File: config.mk
export PLATFORM = sky130hd
export DESIGN_NAME = ram_arbiter_flat
export DESIGN_NICKNAME = d
export VERILOG_FILES = /design/src/rtl/ram_arbiter_pkg.sv /design/src/rtl/ram_arbiter_if.sv /design/src/rtl/ram_arbiter_be_merge.sv /design/src/rtl/ram_arbiter.sv /design/src/flat_wrapper.sv
export SDC_FILE = /design/constraint.sdc
export NUM_CORES = 1
export LEC_CHECK = 0
export ABC_AREA = 1
export CORE_MARGIN = 5
export CORE_UTILIZATION = 43
export DETAILED_ROUTE_END_ITERATION = 10
export PLACE_DENSITY = 0.81
export SLEW_MARGIN = 0
export SYNTH_ARGS = -nofsm -noshare
export SYNTH_HDL_FRONTEND = slang
export SYNTH_SLANG_ARGS = --single-unit
export TNS_END_PERCENT = 1
File: constraint.sdc
create_clock -name clk -period 2.15 [get_ports clk]
set_clock_uncertainty 0.05 [all_clocks]
set_input_delay 0.43 -clock clk [delete_from_list [all_inputs] [get_ports clk]]
set_output_delay 0.43 -clock clk [all_outputs]
set_load 0.03 [all_outputs]
File: src/rtl/ram_arbiter_pkg.sv
// Shared widths, encodings and helpers for the RAM arbiter and its byte-lane merge.
package ram_arbiter_pkg;

    localparam int ADDR_W = 32;
    localparam int DATA_W = 32;

    localparam logic              WRITE_ENABLE = 1'b1;
    localparam logic [DATA_W-1:0] ZERO         = '0;

    localparam logic [3:0] BE_FULL = 4'b1111;
    localparam logic [3:0] BE_NONE = 4'b0000;

    typedef enum logic {
        ARB_IDLE,
        ARB_RMW_WR
    } arb_state_t;

    typedef enum logic {
        PORT_IF,
        PORT_LS
    } port_t;

    // A partial store is one that must preserve some lanes of the old word.
    function automatic logic is_partial(input logic [3:0] be);
        return (be != BE_FULL) && (be != BE_NONE);
    endfunction

endpackage

File: src/rtl/ram_arbiter_if.sv
// Fetch port, load/store port and RAM port bundled for the arbiter.
interface ram_arbiter_if;
    import ram_arbiter_pkg::*;

    logic              if_req;
    logic [ADDR_W-1:0] if_addr;
    logic              if_gnt;
    logic              if_rvalid;
    logic [DATA_W-1:0] if_rdata;

    logic              ls_req;
    logic              ls_we;
    logic [3:0]        ls_be;
    logic [ADDR_W-1:0] ls_addr;
    logic [DATA_W-1:0] ls_wdata;
    logic              ls_gnt;
    logic              ls_rvalid;
    logic [DATA_W-1:0] ls_rdata;

    logic              ram_we;
    logic [ADDR_W-1:0] ram_addr;
    logic [DATA_W-1:0] ram_wdata;
    logic [DATA_W-1:0] ram_rdata;

    modport slave (
        input  if_req, if_addr,
        input  ls_req, ls_we, ls_be, ls_addr, ls_wdata,
        input  ram_rdata,
        output if_gnt, if_rvalid, if_rdata,
        output ls_gnt, ls_rvalid, ls_rdata,
        output ram_we, ram_addr, ram_wdata
    );

    modport master (
        output if_req, if_addr,
        output ls_req, ls_we, ls_be, ls_addr, ls_wdata,
        output ram_rdata,
        input  if_gnt, if_rvalid, if_rdata,
        input  ls_gnt, ls_rvalid, ls_rdata,
        input  ram_we, ram_addr, ram_wdata
    );

endinterface

File: src/rtl/ram_arbiter_be_merge.sv
// Byte-lane merge: enabled lanes take the new word, the rest keep the old word.
module be_merge
    import ram_arbiter_pkg::*;
(
    input  logic [DATA_W-1:0] old_word,
    input  logic [DATA_W-1:0] new_word,
    input  logic [3:0]        be,
    output logic [DATA_W-1:0] merged
);

    always_comb begin
        merged = old_word;
        for (int i = 0; i < 4; i++) begin
            if (be[i]) begin
                merged[8*i +: 8] = new_word[8*i +: 8];
            end
        end
    end

endmodule

File: src/rtl/ram_arbiter.sv
// Round-robin arbiter sharing one word RAM between fetch and load/store ports;
// byte-enable stores become a read cycle followed by a full-word write cycle.
module ram_arbiter
    import ram_arbiter_pkg::*;
(
    input  logic         clk,
    input  logic         rst,
    ram_arbiter_if.slave bus
);

    arb_state_t        state;
    port_t             last_gnt;
    logic [ADDR_W-1:0] rmw_addr;
    logic [DATA_W-1:0] rmw_data;
    logic [DATA_W-1:0] merged;

    logic              if_rvalid;
    logic              ls_rvalid;
    logic [DATA_W-1:0] if_rdata;
    logic [DATA_W-1:0] ls_rdata;

    logic idle;
    logic grant_if;
    logic grant_ls;
    logic ls_full;
    logic ls_partial;

    be_merge u_be_merge (
        .old_word (bus.ram_rdata),
        .new_word (bus.ls_wdata),
        .be       (bus.ls_be),
        .merged   (merged)
    );

    // On a tie the port that did not win last time gets the RAM.
    always_comb begin
        idle       = !rst && (state == ARB_IDLE);
        grant_ls   = idle && bus.ls_req && (!bus.if_req || (last_gnt == PORT_IF));
        grant_if   = idle && bus.if_req && !grant_ls;
        ls_full    = bus.ls_we && (bus.ls_be == BE_FULL);
        ls_partial = bus.ls_we && is_partial(bus.ls_be);
    end

    always_comb begin
        bus.ram_we    = ~WRITE_ENABLE;
        bus.ram_addr  = bus.if_addr;
        bus.ram_wdata = bus.ls_wdata;
        if (state == ARB_RMW_WR) begin
            bus.ram_addr  = rmw_addr;
            bus.ram_wdata = rmw_data;
            if (!rst) begin
                bus.ram_we = WRITE_ENABLE;
            end
        end else if (grant_ls) begin
            bus.ram_addr = bus.ls_addr;
            if (ls_full) begin
                bus.ram_we = WRITE_ENABLE;
            end
        end
    end

    assign bus.if_gnt    = grant_if;
    assign bus.ls_gnt    = grant_ls;
    assign bus.if_rvalid = if_rvalid;
    assign bus.if_rdata  = if_rdata;
    assign bus.ls_rvalid = ls_rvalid;
    assign bus.ls_rdata  = ls_rdata;

    always_ff @(posedge clk) begin
        if (rst) begin
            state     <= ARB_IDLE;
            last_gnt  <= PORT_IF;
            rmw_addr  <= '0;
            rmw_data  <= ZERO;
            if_rvalid <= 1'b0;
            ls_rvalid <= 1'b0;
            if_rdata  <= ZERO;
            ls_rdata  <= ZERO;
        end else begin
            if_rvalid <= grant_if;
            ls_rvalid <= 1'b0;
            if (grant_if) begin
                if_rdata <= bus.ram_rdata;
                last_gnt <= PORT_IF;
            end
            case (state)
                ARB_IDLE: begin
                    if (grant_ls) begin
                        last_gnt <= PORT_LS;
                        if (ls_partial) begin
                            state    <= ARB_RMW_WR;
                            rmw_addr <= bus.ls_addr;
                            rmw_data <= merged;
                        end else begin
                            ls_rvalid <= 1'b1;
                            ls_rdata  <= bus.ls_we ? ZERO : bus.ram_rdata;
                        end
                    end
                end
                // The write cycle of a read-modify-write also counts as a load/store grant.
                ARB_RMW_WR: begin
                    state     <= ARB_IDLE;
                    last_gnt  <= PORT_LS;
                    ls_rvalid <= 1'b1;
                    ls_rdata  <= ZERO;
                end
                default: state <= ARB_IDLE;
            endcase
        end
    end

endmodule

File: src/flat_wrapper.sv
// flat-port wrapper written by rule: the top's interface ports become plain ports
module ram_arbiter_flat import ram_arbiter_pkg::*;
  (clk, rst, bus_if_req, bus_if_addr, bus_ls_req, bus_ls_we, bus_ls_be, bus_ls_addr, bus_ls_wdata, bus_ram_rdata, bus_if_gnt, bus_if_rvalid, bus_if_rdata, bus_ls_gnt, bus_ls_rvalid, bus_ls_rdata, bus_ram_we, bus_ram_addr, bus_ram_wdata);
  ram_arbiter_if bus_i ();
  input  logic clk;
  input  logic rst;
  input wire logic [$bits(bus_i.if_req)-1:0] bus_if_req;
  input wire logic [$bits(bus_i.if_addr)-1:0] bus_if_addr;
  input wire logic [$bits(bus_i.ls_req)-1:0] bus_ls_req;
  input wire logic [$bits(bus_i.ls_we)-1:0] bus_ls_we;
  input wire logic [$bits(bus_i.ls_be)-1:0] bus_ls_be;
  input wire logic [$bits(bus_i.ls_addr)-1:0] bus_ls_addr;
  input wire logic [$bits(bus_i.ls_wdata)-1:0] bus_ls_wdata;
  input wire logic [$bits(bus_i.ram_rdata)-1:0] bus_ram_rdata;
  output wire logic [$bits(bus_i.if_gnt)-1:0] bus_if_gnt;
  output wire logic [$bits(bus_i.if_rvalid)-1:0] bus_if_rvalid;
  output wire logic [$bits(bus_i.if_rdata)-1:0] bus_if_rdata;
  output wire logic [$bits(bus_i.ls_gnt)-1:0] bus_ls_gnt;
  output wire logic [$bits(bus_i.ls_rvalid)-1:0] bus_ls_rvalid;
  output wire logic [$bits(bus_i.ls_rdata)-1:0] bus_ls_rdata;
  output wire logic [$bits(bus_i.ram_we)-1:0] bus_ram_we;
  output wire logic [$bits(bus_i.ram_addr)-1:0] bus_ram_addr;
  output wire logic [$bits(bus_i.ram_wdata)-1:0] bus_ram_wdata;
  assign bus_i.if_req = bus_if_req;
  assign bus_i.if_addr = bus_if_addr;
  assign bus_i.ls_req = bus_ls_req;
  assign bus_i.ls_we = bus_ls_we;
  assign bus_i.ls_be = bus_ls_be;
  assign bus_i.ls_addr = bus_ls_addr;
  assign bus_i.ls_wdata = bus_ls_wdata;
  assign bus_i.ram_rdata = bus_ram_rdata;
  assign bus_if_gnt = bus_i.if_gnt;
  assign bus_if_rvalid = bus_i.if_rvalid;
  assign bus_if_rdata = bus_i.if_rdata;
  assign bus_ls_gnt = bus_i.ls_gnt;
  assign bus_ls_rvalid = bus_i.ls_rvalid;
  assign bus_ls_rdata = bus_i.ls_rdata;
  assign bus_ram_we = bus_i.ram_we;
  assign bus_ram_addr = bus_i.ram_addr;
  assign bus_ram_wdata = bus_i.ram_wdata;
  ram_arbiter u_core (.clk(clk), .rst(rst), .bus(bus_i));
endmodule
==> results of run 1 <==
## per-stage QoR
step,instance area [um2],total power [mW],setup slack (ns)
global placement,9155,4.328,-0.1343
CTS,9804,7.262,-0.07227
global route,9812,7.509,-0.1730
finish,9812,7.201,-0.05220
detailed placement,9155,4.348,-0.1561
floorplan,6302,3.560,-0.01045
## synthesized netlist by cell type
cell type,n
a21oi_1,65
a31oi_1,1
buf_1,3
buf_2,14
buf_4,9
buf_6,8
clkbuf_1,40
clkinv_1,1
dfxtp_1,132
inv_1,39
inv_2,3
inv_4,1
mux2i_1,32
nand2_1,214
nand2_2,1
nand3_1,35
nand3_4,1
nand4_1,32
nor2_1,145
nor2_4,2
nor2_8,1
nor3_1,14
o211ai_1,18
o21ai_0,68
o22ai_1,15
## power groups by stage
stage	combinational, mW	clock, mW	sequential (mW)
after floorplan	0.769	0	2.79
after global placement	1.65	0	2.67
after detailed placement	1.67	0	2.68
after CTS	1.69	2.94	2.63
after global routing	1.80	3.07	2.64
final	1.69	2.88	2.63
## tightest hold or removal path: cells and delay by family (launching register included)
kind | cells | cell delay [ns]
AO/OA/AOI/OAI | 1 | 0.05
buffers and inverters | 1 | 0.05
flip-flops | 1 | 0.29
## routing by layer
layer / global-route usage (%) / wire (um) / vias up / part of all wire [%]
met5: 0 / 13 / - / 0.058
met3: 8.902 / 2065 / 39 / 9.2
li1: - / - / 3485 / -
met2: 43.26 / 11010 / 267 / 49
met1: 29.70 / 8991 / 3222 / 40
met4: 8.409 / 471 / 2 / 2.1
## flip-flops by register name, indices dropped and copies added, names as in the netlist
signal and flops:
u_core.last_gnt 1, u_core.bus.ls_rdata 32, u_core.bus.ls_rvalid 1, u_core.bus.if_rdata 32, u_core.bus.if_rvalid 1, u_core.rmw_data 32, u_core.state 1, u_core.rmw_addr 32
## cell usage in the layout (no fill, tap or decap), types with 4 or more instances in the layout
cell type | Yosys | layout
nor3_2 | 0 | 5
a21oi_1 | 65 | 65
nor2_1 | 145 | 137
clkinv_2 | 0 | 5
buf_4 | 9 | 109
inv_2 | 3 | 4
nor3_1 | 14 | 9
nand2_1 | 214 | 213
buf_12 | 0 | 7
nor2_2 | 0 | 8
inv_1 | 39 | 38
o211ai_1 | 18 | 18
nand4_1 | 32 | 32
o22ai_1 | 15 | 15
clkbuf_16 | 0 | 17
dfxtp_1 | 132 | 131
nand3_1 | 35 | 35
mux2i_1 | 32 | 32
clkdlybuf4s50_1 | 0 | 199
o21ai_1 | 0 | 11
o21ai_0 | 68 | 57
## cells by family after synthesis
kind of cell / Yosys count / synth area share, %
buffers and inverters: 118 / 8.866
AO/OA/AOI/OAI: 167 / 14.35
flip-flops: 132 / 42.08
multiplexers: 32 / 5.101
AND/OR/NAND/NOR: 445 / 29.61
## final cells by class
class / instances / area, um2 / share of cell area (%)
inverters: 44 / 175.2 / 1.785
clock buffers: 20 / 466.7 / 4.756
repair inverters: 1 / 6.256 / 0.06376
repair buffers: 322 / 3034 / 30.92
flip-flops and latches: 132 / 2644 / 26.94
well taps: 184 / 230.2 / 2.346
multi-input cells: 644 / 3128 / 31.88
clock inverters: 12 / 127.6 / 1.301
## final timing paths
kind                       from                 endpoint  slack, ns  cells past startpoint
max                u_core.state          bus_ram_addr[4]      -0.05                      8
min          u_core.rmw_addr[3]       u_core.rmw_addr[3]       0.40                      2
max reg2reg        u_core.state  u_core.bus.if_rdata[18]       0.38                      9
min reg2reg  u_core.rmw_addr[3]       u_core.rmw_addr[3]       0.40                      2
## timing repair
| action | CTS | global route |
|---|---|---|
| pin swaps | 3 | 0 |
| setup buffers | 1 | 0 |
| cloned | 1 | 0 |
| setup endpoints to repair | 33 | 53 |
| hold endpoints to repair | 0 | 0 |
| resized for setup | 23 | 2 |
==> out/metrics.cfg, run 1 <==
[worst_setup_path]
crit_arrival_ns=1.72
critical_path_class=reg -> out
crit_path_frequent_cell=buf_4
max_stage_delay_ns=0.36
cpLargestDelayFamily=buffers and inverters
crit_chain=nor2_4, nand3_4, inv_8, buf_4, nand2_1, o211ai_1, o21ai_1, buf_4
critPathRequiredTime_ns=1.67
start_kind=flip-flop
critPathSlowestCell=dfxtp_2
worst_setup_path_end_kind=output pin
cp.buffers_inverters=3
path_max_fanout=8

[synth]
syn_area_um2=6280
netlist_instances=894
avgSynthCellArea_um2=7.024
synth-seq-cells=132
yosys_warnings=0
synth.top_cell.area_share_pct=42.08
yosys.area.top_type=dfxtp_1
ys_types=25
synth-seq-area-share_pct=42.08
synth_nets=1031
synth_area_leaders=dfxtp_1 (42%), nand2_1 (13%), nor2_1 (8.7%)

[floorplan]
die_w_um=130.8
ioPinCount=270
row_count=44
die_h_um=130.8
initial_core_util_pct=43.54
fp.dieArea_um2=17120
coreArea_um2=14420

[timing]
finalHoldViolations=0
fin_setup_tns_ns=-0.6909
min_period_over_period_pct=102.4
fmax_ghz=0.4541
worst_pin_slew_ns=0.5264
relSlewSlack_pct=64.91
rsz0062_at_grt=true
whs_ns=0.3989
finalSetupViolations=29
layout_setup_ws_ns=-0.05220
period_needed_ns=2.202
drv_slew=0

[pwr]
power.density_nw_per_um2=733.9
power_frac_seq_pct=36.5
switching_power_mw=2.102
p_leak_nw=4.154
power_frac_clock_pct=40.0
p_int_mw=5.100
worst_ir_drop_vdd_mv=0.6357
swShare_pct=29.18
combPwrFrac_pct=23.5

[finish]
diodes=0
fin_util_pct=68.03
fin_cells=1359
area_delta_synth_final_pct=56.25
drive_gt1_share_pct=15.32
num-fill-cells=1216
nets=1299

[routing]
drt_iter0_drc=427
drc=1
drt_wl_total_um=22560
first_pass_iters=7
final_antenna_net_count=0
viasPerCell=5.162
vias=7015
wl_per_cell_um=16.60

[job]
maxCapViolations=0

[clocking]
cts_tree=built
cts_buffer_depth=2
clkSinkCount=132
cts_buffers=17
hold_buffers=0
clock_latency_ns=0.41
clock_tree.root_cell=clkbuf_16
clk_pin_slew_ns=0.06
htreeDepth=4

[placement]
post-place-cells=1325
gp_congestion=0.8743
io_buffers=269
dp_hpwl_um=16210

[status]
outcome=finished, violations left
violations=design-rule violations, negative setup slack

[hold_path]
min_path_type=reg -> reg

[global_routing]
grt_first_pass_wirelength_um=34120
grt.total_usage_pct=25.34
grt_pass1_vias=6647
antenna_found_initial=1
overflow=0
grt_max_degree=55

(Power assumes the default switching activity.)
==> run 2: changes to the inputs <==
- CORE_UTILIZATION: 43 -> 39
- PLACE_DENSITY: 0.81 -> 0.78
- clock period: 2.15 -> 1.9 ns (I/O delays scaled with it)
==> run 2 against run 1 <==
Effect of this change:
- the run ends with negative setup slack left
- critical path depth unchanged
- non-clock buffer count rose by 3
- first-iteration DRC count is 1.2% lower
- critical endpoint is now bus_ram_addr[19]
- global-route usage down 1.4 points
- die area up 9.5%
- flip-flop and latch count unchanged
- sequential power is 13% higher
- core utilization fell by 4.4 points
- clock power increased by 4%
- combinational power grew 18%
- count of clock-buffer cells in the layout is 5 higher
- worst setup slack worse by 0.21 ns
==> out/metrics.cfg, run 2 (same netlist as run 1, synthesis figures left out) <==
[status]
outcome=finished, violations left  ; unchanged
violations=negative setup slack  ; was design-rule violations, negative setup slack

[clocking]
clock_latency_ns=0.42  ; was 0.41 ns
htreeDepth=4  ; unchanged
clk_pin_slew_ns=0.05  ; was 0.06 ns
cts_buffer_depth=2  ; unchanged
cts_buffers=17  ; unchanged
cts_tree=built  ; unchanged
clock_tree.root_cell=clkbuf_16  ; unchanged
clkSinkCount=132  ; unchanged

[floorplan]
die_w_um=136.9  ; was 130.8 um
die_h_um=136.9  ; was 130.8 um
fp.dieArea_um2=18740  ; was 17120 um2
row_count=46  ; was 44
ioPinCount=270  ; unchanged
initial_core_util_pct=39.68  ; was 43.54%
coreArea_um2=15830  ; was 14420 um2

[finish]
diodes=0  ; unchanged
nets=1301  ; was 1299
stdcell_area_um2=10070  ; was 9812 um2
num-fill-cells=1370  ; was 1216
seq_area_um2=2648  ; was 2644 um2
most-common-layout-cells=nand2_1 (204), clkdlybuf4s50_1 (147), nor2_1 (131)  ; was nand2_1 (213), clkdlybuf4s50_1 (199), nor2_1 (137)
drive_gt1_share_pct=16.95  ; was 15.32%
fin_cells=1390  ; was 1359
area_delta_synth_final_pct=60.29  ; was 56.25%
multi_input_area_um2=3187  ; was 3128 um2
layout_commonest_cell=nand2_1  ; unchanged

[timing]
finalHoldViolations=0  ; unchanged
period_needed_ns=2.158
worst_pin_slew_ns=0.3806  ; was 0.5264 ns
finalSetupViolations=64  ; was 29
min_period_over_period_pct=113.6
layout_setup_ws_ns=-0.2577  ; was -0.05220 ns
fmax_ghz=0.4635
relSlewSlack_pct=74.73  ; was 64.91%
drv_slew=0  ; unchanged
rsz0062_at_grt=true  ; unchanged

[pwr]
finalPower_mw=7.954  ; was 7.201 mW
worst_ir_drop_vdd_mv=0.6207  ; was 0.6357 mV
power.density_nw_per_um2=790.2  ; was 733.9 nW/um2
p_leak_nw=4.714  ; was 4.154 nW

[worst_setup_path]
worst_setup_path_end_kind=output pin  ; unchanged
cpLargestDelayFamily=buffers and inverters  ; unchanged
critPathRequiredTime_ns=1.47  ; was 1.67 ns
critical_path_class=reg -> out  ; unchanged
cp.buffers_inverters=3  ; unchanged
path_max_fanout=8  ; unchanged
start_kind=flip-flop  ; unchanged
max_stage_delay_ns=0.36  ; about the same
critPathSlowestCell=dfxtp_4  ; was dfxtp_2
crit_arrival_ns=1.73  ; was 1.72 ns
crit_chain=nor2_4, nand3_4, inv_8, clkbuf_16, nand2_1, o211ai_1, o21ai_2, buf_6  ; was nor2_4, nand3_4, inv_8, buf_4, nand2_1, o211ai_1, o21ai_1, buf_4

[routing]
drt_wl_total_um=23400  ; was 22560 um
first_pass_iters=5  ; was 7
drc=0  ; was 1
final_antenna_net_count=0  ; unchanged
vias=7093  ; was 7015
drt_iter0_drc=422  ; was 427
wl_per_cell_um=16.83  ; was 16.60 um
viasPerCell=5.103  ; was 5.162

[global_routing]
grt_first_pass_wirelength_um=35200  ; was 34120 um
antenna_found_initial=1  ; unchanged
grt_max_degree=55  ; unchanged
overflow=0  ; unchanged
grt.total_usage_pct=23.93  ; was 25.34%
grt_pass1_vias=6785  ; was 6647

[placement]
gp_congestion=0.8225  ; was 0.8743
place_area_um2=9339  ; was 9155 um2
io_buffers=269  ; unchanged
post-place-cells=1357  ; was 1325
dp_hpwl_um=16330  ; was 16210 um

[job]
maxCapViolations=0  ; unchanged

[hold_path]
min_path_type=in -> reg  ; was reg -> reg

run 2: changes by cell type in the layout (fill, tap and decap cells not counted), sizes merged:
cell / change
buf: +2
bufinv: -2
clkbuf: +6
clkdlybuf4s50: -52
clkinv: -5
dlygate4sd2: +30
dlymetal6s2s: +22
inv: -2
run 2: final timing paths:
| kind | start | end | slack (ns) | depth (start not counted) |
|---|---|---|---|---|
| setup reg to reg | u_core.state | u_core.rmw_data[7] | 0.19 | 9 |
| setup / recovery | u_core.state | bus_ram_addr[19] | -0.26 | 8 |
| hold / removal | rst | u_core.rmw_addr[25] | 0.19 | 2 |
| hold reg to reg | u_core.rmw_addr[1] | u_core.rmw_addr[1] | 0.40 | 2 |
run 2: timing repair:
action | in CTS | in global routing
hold buffers | 0 | 0
hold endpoints to repair | 0 | 0
gates resized for setup | 53 | 36
endpoints found under the setup margin | 97 | 89
buffers inserted | 0 | 2
cloned | 1 | 1
pin swaps | 4 | 3
run 2: metal layers:
metal	vias up	GRT usage [%]	share of wire, %
met4	2	10.03	3.0
met1	3267	27.63	40
li1	3492	-	-
met2	280	40.53	48
met5	-	0	0.056
met3	52	8.088	9.4
run 2: worst register-to-register path: stages, from the launching register on:
cell and delay [ns]:
dfxtp_4 0.36, nor2_4 0.14, nand3_4 0.11, buf_4 0.22
buf_4 0.17, nor2_8 0.13, buf_12 0.22, nand2_1 0.11
nand2_1 0.06, nor2_1 0.04
run 2: per-stage QoR:
stage	hold WS, ns	setup TNS [ns]	util (%)	setup WS (ns)
after detailed placement	0.3898	-29.52	59.00	-0.2854
final	0.1909	-10.35	63.60	-0.2577
after global placement	0.3927	-26.72	59.00	-0.2602
after global routing	0.1889	-15.34	63.60	-0.3201
after CTS	0.1591	-11.47	62.74	-0.2531
after floorplan	0.3756	-1.157	-	-0.1039
run 2: power breakdown:
group	switching (mW)	internal [mW]	total [mW]	leakage, nW
clock	1.15	1.84	3.00	0.267
sequential	0.0631	2.91	2.97	1.08
combinational	1.12	0.865	1.99	3.37
total	2.34	5.62	7.95	4.71
run 2: final cells by class:
class / instances / share of cell area, %
sequential: 132 / 26.30
tap: 216 / 2.685
clock inverter: 4 / 0.2237
clock buffer: 25 / 5.121
inverter: 44 / 1.740
multi-input combinational: 644 / 31.66
timing repair buffer: 325 / 32.27
==> run 3: changes to the inputs <==
- MAX_ROUTING_LAYER: default -> met4
- SETUP_SLACK_MARGIN: default -> 0.5
==> run 3 against run 2 <==
Effect of this change:
- the flow still finishes with violations (negative setup slack)
- global-route usage grew 1.9 points
- worst setup slack worse by 0.016 ns
- critical path type unchanged
- critical endpoint is now bus_ram_addr[29]
- largest power group unchanged
- flip-flop and latch count is the same
- core utilization is 3.5 points higher
- sequential share of layout area is 1.4 points lower
- maximum frequency shrank 0.74%
- design area is 5.5% higher
- sequential power barely moved
==> out/metrics.cfg, run 3 (same netlist as run 1, synthesis figures left out) <==
[status]
outcome=finished, violations left  ; unchanged
violations=negative setup slack  ; unchanged

[timing]
drv_slew=0  ; unchanged
fmax_ghz=0.4600  ; was 0.4635 GHz
relSlewSlack_pct=71.77  ; was 74.73%
rsz0062_at_grt=true  ; unchanged
min_period_over_period_pct=114.4  ; was 113.6%
finalSetupViolations=66  ; was 64
layout_setup_ws_ns=-0.2737  ; was -0.2577 ns
period_needed_ns=2.174  ; was 2.158 ns
fin_setup_tns_ns=-9.872  ; was -10.35 ns
finalHoldViolations=0  ; unchanged
worst_pin_slew_ns=0.4234  ; was 0.3806 ns

[global_routing]
busiest_layer=met2  ; unchanged
grt_max_degree=48  ; was 55
met1_usage_pct=31.17  ; was 27.63%
use_met2_pct=41.10  ; was 40.53%
overflow=0  ; unchanged
grt.total_usage_pct=25.87  ; was 23.93%
grt_pass1_vias=6796  ; was 6785
grt_first_pass_wirelength_um=36860  ; was 35200 um
antenna_found_initial=1  ; unchanged
use_met3_pct=7.684  ; was 8.088%

[worst_setup_path]
max_stage_delay_ns=0.35  ; was 0.36 ns
worst_setup_path_end_kind=output pin  ; unchanged
crit_chain=nor2_4, nand3_4, clkinv_8, buf_12, nand2_1, o211ai_1, o21ai_2, buf_6  ; was nor2_4, nand3_4, inv_8, clkbuf_16, nand2_1, o211ai_1, o21ai_2, buf_6
critPathSlowestCell=dfxtp_4  ; unchanged
cp.buffers_inverters=3  ; unchanged
start_kind=flip-flop  ; unchanged
critical_path_class=reg -> out  ; unchanged
path_max_fanout=8  ; unchanged
crit_arrival_ns=1.74  ; was 1.73 ns
cpLargestDelayFamily=buffers and inverters  ; unchanged
critPathRequiredTime_ns=1.47  ; about the same

[pwr]
power.density_nw_per_um2=772.9  ; was 790.2 nW/um2
worst_ir_drop_vdd_mv=0.5536  ; was 0.6207 mV
p_leak_nw=4.611  ; was 4.714 nW

[clocking]
clock_latency_ns=0.41  ; was 0.42 ns
htreeDepth=4  ; unchanged
clk_pin_slew_ns=0.06  ; was 0.05 ns
clock_tree.root_cell=clkbuf_16  ; unchanged
cts_buffers=17  ; unchanged
hold_buffers=0  ; unchanged
cts_tree=built  ; unchanged
clkSinkCount=132  ; unchanged
cts_buffer_depth=2  ; unchanged

[routing]
drt_wl_total_um=24100  ; was 23400 um
final_antenna_net_count=0  ; unchanged
wl_per_cell_um=17.31  ; was 16.83 um
viasPerCell=5.164  ; was 5.103
drc=0  ; unchanged
first_pass_iters=5  ; unchanged
drt_iter0_drc=410  ; was 422
vias=7188  ; was 7093

[floorplan]
fp.dieArea_um2=18740  ; unchanged
coreArea_um2=15830  ; unchanged
die_h_um=136.9  ; unchanged
ioPinCount=270  ; unchanged
initial_core_util_pct=39.68  ; unchanged
row_count=46  ; unchanged
die_w_um=136.9  ; unchanged

[placement]
place_area_um2=9474  ; was 9339 um2
gp_congestion=0.8761  ; was 0.8225
dp_hpwl_um=16900  ; was 16330 um
place_ws_ns=-0.3399  ; was -0.2854 ns
post-place-cells=1352  ; was 1357
io_buffers=269  ; unchanged

[finish]
most-common-layout-cells=nand2_1 (157), dfxtp_1 (129), clkdlybuf4s50_1 (128)  ; was nand2_1 (204), clkdlybuf4s50_1 (147), nor2_1 (131)
fin_cells=1392  ; was 1390
seq_area_um2=2649  ; was 2648 um2
num-fill-cells=1264  ; was 1370
area_delta_synth_final_pct=69.16  ; was 60.29%
nets=1300  ; was 1301
drive_gt1_share_pct=30.81  ; was 16.95%
multi_input_area_um2=3705  ; was 3187 um2
layout_commonest_cell=nand2_1  ; unchanged
stdcell_area_um2=10620  ; was 10070 um2

[job]
maxCapViolations=0  ; unchanged

[hold_path]
min_path_type=reg -> reg  ; was in -> reg

-- run 3: cell type report --
| cell class | instances | area share [%] |
|---|---|---|
| Clock buffer | 22 | 4.464 |
| Inverter | 44 | 1.790 |
| Sequential cell | 132 | 24.94 |
| Antenna cell | 1 | 0.02356 |
| Multi-Input combinational cell | 644 | 34.88 |
| Timing Repair Buffer | 324 | 30.61 |
| Clock inverter | 9 | 0.7538 |
| Tap cell | 216 | 2.544 |
-- run 3: per-layer routing --
| metal | vias up | share of wire [%] |
|---|---|---|
| met4 | 0 | 2.7 |
| li1 | 3495 | - |
| met1 | 3337 | 40 |
| met2 | 311 | 48 |
| met5 | - | 0 |
| met3 | 45 | 8.5 |
-- run 3: power breakdown --
part | switching (mW) | total [mW] | leakage [nW] | internal (mW)
clock network | 1.16 | 3.05 | 0.264 | 1.88
logic | 1.24 | 2.19 | 3.27 | 0.951
registers | 0.0638 | 2.97 | 1.08 | 2.91
-- run 3: worst min-delay path, cell delays in order (launching register included) --
cell and delay [ns]:
dfxtp_1 0.31, nand2_1 0.06, a21oi_1 0.05
-- run 3: worst paths after layout --
path                       start                      end  slack [ns]  cells past startpoint
max                 u_core.state         bus_ram_addr[29]       -0.27                      8
min          u_core.rmw_addr[21]      u_core.rmw_addr[21]        0.42                      2
min reg2reg  u_core.rmw_addr[21]      u_core.rmw_addr[21]        0.42                      2
max reg2reg         u_core.state  u_core.bus.if_rdata[28]        0.14                      9
-- run 3: through the flow --
step	hold WS (ns)	total power, mW	util (%)
finish	0.4151	8.210	67.11
global route	0.4266	8.556	67.11
CTS	0.4110	8.167	64.48
detailed placement	0.4014	5.022	59.86
global placement	0.3982	5.000	59.86
floorplan	0.3901	4.115	-
-- run 3: repair_timing --
item | CTS | global route
setup buffers | 4 | 1
gates resized for setup | 475 | 146
pin swaps | 72 | 73
gates cloned | 2 | 1
endpoints found under the setup margin | 262 | 241
